## config.mk

```make
export PLATFORM = sky130hd
export DESIGN_NAME = switch_debounce
export DESIGN_NICKNAME = d
export VERILOG_FILES = /design/src/rtl/switch_debounce.sv
export SDC_FILE = /design/constraint.sdc
export NUM_CORES = 1
export LEC_CHECK = 0
export ABC_AREA = 1
export CAP_MARGIN = 40
export CORE_ASPECT_RATIO = 0.7
export CORE_MARGIN = 4
export CORE_UTILIZATION = 44
export DETAILED_ROUTE_END_ITERATION = 7
export SLEW_MARGIN = 30
export SYNTH_ARGS = -nofsm -noshare
export SYNTH_HDL_FRONTEND = slang
export SYNTH_SLANG_ARGS = --single-unit
```

## constraint.sdc

```tcl
create_clock -name clk -period 3.45 [get_ports clk]
set_clock_uncertainty 0.1 [all_clocks]
set_input_delay 1.035 -clock clk [delete_from_list [all_inputs] [get_ports clk]]
set_output_delay 1.035 -clock clk [all_outputs]
set_load 0.02 [all_outputs]
```

## src/rtl/switch_debounce.sv

```systemverilog
// switch_debounce: synchronise and debounce active-low push-buttons into clean active-high levels and event pulses
//   clk           system clock, rising edge
//   rst           asynchronous active-high reset
//   switch_n      raw active-low switch pins, asynchronous to clk
//   pressed       debounced level, 1 = pressed
//   press_pulse   one-cycle pulse when pressed rises
//   release_pulse one-cycle pulse when pressed falls
//   long_press    one-cycle pulse after LONG_CYCLES of hold (only with SWITCH_LONG_PRESS_EN, else 0)
module switch_debounce #(
    parameter int NUM_SW          = 3,
    parameter int DEBOUNCE_CYCLES = 250000,
    parameter int LONG_CYCLES     = 25000000
) (
    input  logic              clk,
    input  logic              rst,
    input  logic [NUM_SW-1:0] switch_n,
    output logic [NUM_SW-1:0] pressed,
    output logic [NUM_SW-1:0] press_pulse,
    output logic [NUM_SW-1:0] release_pulse,
    output logic [NUM_SW-1:0] long_press
);
    localparam int CW = $clog2(DEBOUNCE_CYCLES + 1);
    localparam logic [CW-1:0] CNT_MAX = CW'(DEBOUNCE_CYCLES - 1);
`ifdef SWITCH_LONG_PRESS_EN
    localparam int HW = $clog2(LONG_CYCLES + 1);
    localparam logic [HW-1:0] HOLD_MAX = HW'(LONG_CYCLES);
    localparam logic [HW-1:0] HOLD_FIRE = HW'(LONG_CYCLES - 1);
`else
    localparam int unused_long_cycles = LONG_CYCLES;
`endif
    logic [NUM_SW-1:0] sync1, sync2;
    always_ff @(posedge clk or posedge rst)
        if (rst) begin
            sync1 <= '1;
            sync2 <= '1;
        end else begin
            sync1 <= switch_n;
            sync2 <= sync1;
        end
    for (genvar i = 0; i < NUM_SW; i++) begin : g_ch
        logic [CW-1:0] cnt;
        logic p, pp, rp, lp, stable, differ, hit;
        // the stable (active-low) level is simply the inverse of the registered output
        assign stable = !p;
        assign differ = sync2[i] != stable;
        assign hit    = differ && cnt == CNT_MAX;
        always_ff @(posedge clk or posedge rst)
            if (rst) begin
                cnt <= '0;
                p   <= 1'b0;
                pp  <= 1'b0;
                rp  <= 1'b0;
            end else begin
                cnt <= (!differ || hit) ? '0 : cnt + 1'b1;
                p   <= hit ? !sync2[i] : p;
                pp  <= hit && !sync2[i];
                rp  <= hit && sync2[i];
            end
`ifdef SWITCH_LONG_PRESS_EN
        logic [HW-1:0] hcnt;
        // saturating hold counter; the pulse fires on the step into HOLD_MAX only
        always_ff @(posedge clk or posedge rst)
            if (rst) begin
                hcnt <= '0;
                lp   <= 1'b0;
            end else begin
                hcnt <= !p ? '0 : (hcnt == HOLD_MAX) ? hcnt : hcnt + 1'b1;
                lp   <= p && hcnt == HOLD_FIRE;
            end
`else
        assign lp = 1'b0;
`endif
        assign pressed[i]       = p;
        assign press_pulse[i]   = pp;
        assign release_pulse[i] = rp;
        assign long_press[i]    = lp;
    end
endmodule
```

==> reports/results.tsv <==
metric	value	unit
adder-cell share of the synthesized area	1.01	%
largest net degree at the start of global routing	30	
min cycle time layout	2.47	ns
Pwr Density	431	mW/mm^2
Sink Count	69	
Tcrit/Tclk final	71.5	%
fillcell total	799	
Initial Util	46.0	%
Tot GR Track Use	15.7	%
Final ANT Viol Nets	0	
Max Cap Viol	0	
CP arrival	1.33	ns
post-CTS setup buffers	0	
IO Pins	17	
Vias	2819	
port bufs	13	
fmax	406	MHz
Seq cells post-synth	69	
Synth cell types	28	
initial DRC count	147	
Startpoint Class	flip-flop	
Leak	1.69	nW
CP bufs+invs	1	
Worst R2R Start	g_ch[2].cnt[0]$_DFF_PP0_	
post-synthesis mux area share	0	%
Die W	118	um
Hold WC Path Type	flip-flop to flip-flop	
CTS tree	built	
Top delay family on crit path	buffers and inverters	
Levels on crit path	1	
top post-synthesis cells by area	dfrtp_1 (43%), nor2_1 (12%), nand2_1 (12%)	
Tot Pwr	1.79	mW
Mapped Area	0.00370	sq mm
row count	27	
Avg Cell Area, Syn	7.81	sq um
Yosys top cell area share	42.6	%
DR pass1 iterations	4	
worst-path fanout max	4	
Seq/Total Area, Yosys	46.9	%
dominant cell type by area after synthesis	dfrtp_1	
worst r2r dst	g_ch[2].cnt[11]$_DFF_PP0_	
status	finished clean	
compound-gate portion of the synthesized area	3.11	%
Critical path origin	g_ch[2].p$_DFFE_PP0P_	
root buf cell	clkbuf_16	
setup TNS	0	ns
simple logic cell fraction of the synthesized area	35.1	%
post_cts resized	0	
final WL	7.00	mm
Via density	4.75	
Layout area overhead	12.2	%
H-tree depth	3	
CTS buffer count	9	
Clock transition at path regs	0.05	ns
Die ar.	0.00997	sq mm
Slew Viols, Final	0	
non-filler instance count after layout	593	
Mapped Cells	474	
total gr overflow	0	
first-pass GRT wire length	12.5	mm
crit-path cells	clkdlybuf4s50_1	
Critical Path RT	2.31	ns
Worst path max stage delay	0.62	ns
Core ar.	0.00804	sq mm
Max VDD drop	0.217	mV
largest family of logic cells by synthesized area	simple AND/OR/NAND/NOR gates	
wire per inst	11.8	um
CP endpoint kind	primary output	
Die H	84.7	um
vias in the first global route	2730	
Clock Latency Late Sink	0.33	ns
Final GP Congestion	0.864	
CTS Hold Buffers Added	0	
ANT cells	0	
crit path to	pressed[2]	
antenna violations before repair	0	
path depth of the worst reg2reg path	6	
buffer levels on the longest clock path	2	
Worst R2R Setup Slack	1.70	ns
Crit Path Class	flip-flop to primary output	
DRC violations left	0	
Final setup viols	0	
# nets final	495	
crit path max-delay cell type	clkdlybuf4s50_1	
layout cell share with drive strength beyond 1	9.96	%
commonest cells after routing, fill and taps aside	nor2_1 (116), nand2_1 (115), dfrtp_1 (63)	
final hold vios	0	
unrepaired setup endpoints after global routing	no	
DP Cell Count	577	
DP HPWL	5.27	mm
Syn. warnings	0	
most common cell after layout, fill and taps aside	nor2_1	
xor-xnor portion of the synthesized cell area	6.15	%
==> worst min path at each step <==
stage	start	end	slack (ns)	cells after the start
2_1_floorplan	sync1[0]$_DFF_PP1_	sync2[0]$_DFF_PP1_	0.25	0
3_3_place_gp	sync1[2]$_DFF_PP1_	sync2[2]$_DFF_PP1_	0.25	0
3_5_place_dp	sync1[2]$_DFF_PP1_	sync2[2]$_DFF_PP1_	0.25	0
4_1_cts	sync1[1]$_DFF_PP1_	sync2[1]$_DFF_PP1_	0.25	0
5_1_grt	sync1[1]$_DFF_PP1_	sync2[1]$_DFF_PP1_	0.26	0
6_report	sync1[0]$_DFF_PP1_	sync2[0]$_DFF_PP1_	0.25	0
==> flip-flops by register name (all words and copies together) (netlist names) <==
name and count:
g_ch.cnt 54, sync2 3, g_ch.rp 3, g_ch.pp 3, g_ch.p 3, sync1 3
==> cell families (layout without fill, tap and decap cells) <==
| group | count (synthesis) | after routing |
|---|---|---|
| compound gates | 18 | 18 |
| xor+xnor | 26 | 26 |
| fa+ha+maj | 3 | 3 |
| buf+inv | 55 | 71 |
| flops | 69 | 69 |
| other cells | 1 | 3 |
| simple gates | 302 | 302 |
==> cell usage after synthesis <==
cell,instances
nand4_1,7
xor2_1,22
inv_1,38
buf_6,2
buf_4,12
ha_1,3
buf_12,1
a21oi_1,1
nand2_4,2
o21bai_1,9
conb_1,1
or2_2,3
nand3_1,29
dfstp_2,6
nand3b_1,5
a21o_1,1
nand2_2,4
nor2_2,11
nor2_1,116
o21ai_0,7
and2_1,3
nand2_1,115
dfrtp_1,63
nor3_1,4
inv_2,2
nor3_2,1
xnor2_1,4
nor2_4,2
==> cell type report <==
| cell class | count | area [sq um] | area share (%) |
|---|---|---|---|
| Clock inverter | 5 | 50.0 | 1.21 |
| Inverter | 40 | 150 | 3.62 |
| Multi-Input combinational cell | 352 | 1690 | 40.7 |
| Clock buffer | 11 | 243 | 5.85 |
| Sequential cell | 69 | 1730 | 41.8 |
| Timing Repair Buffer | 15 | 158 | 3.80 |
| Tap cell | 101 | 126 | 3.04 |
==> routing by layer <==
layer / vias to the layer above / track usage [%] / share of wire (%) / wire (um)
met1: 1288 / 21.4 / 53 / 3700
met4: 0 / 5.43 / 1.1 / 74
li1: 1483 / - / - / -
met3: 8 / 4.98 / 4.4 / 311
met2: 40 / 23.6 / 42 / 2910
met5: - / 0 / 0 / 0
==> report_power, final <==
| part | total [mW] | leakage [nW] | internal, mW | switching (mW) |
|---|---|---|---|---|
| registers | 0.836 | 0.936 | 0.825 | 0.0110 |
| clock network | 0.891 | 0.149 | 0.573 | 0.318 |
| logic | 0.0612 | 0.601 | 0.0194 | 0.0418 |
| total | 1.79 | 1.69 | 1.42 | 0.371 |
==> per-stage QoR <==
stage | worst slack, ns | utilization (%) | cell area (sq um) | hold WS, ns
2_1_floorplan | 0.585 | - | 3710 | 0.245
3_3_place_gp | 1.22 | 48.0 | 3860 | 0.246
3_5_place_dp | 1.21 | 48.0 | 3860 | 0.247
4_1_cts | 0.961 | 51.6 | 4150 | 0.255
5_1_grt | 0.941 | 51.6 | 4150 | 0.257
6_report | 0.984 | 51.6 | 4150 | 0.255
Power figures use the tool's default switching activity.
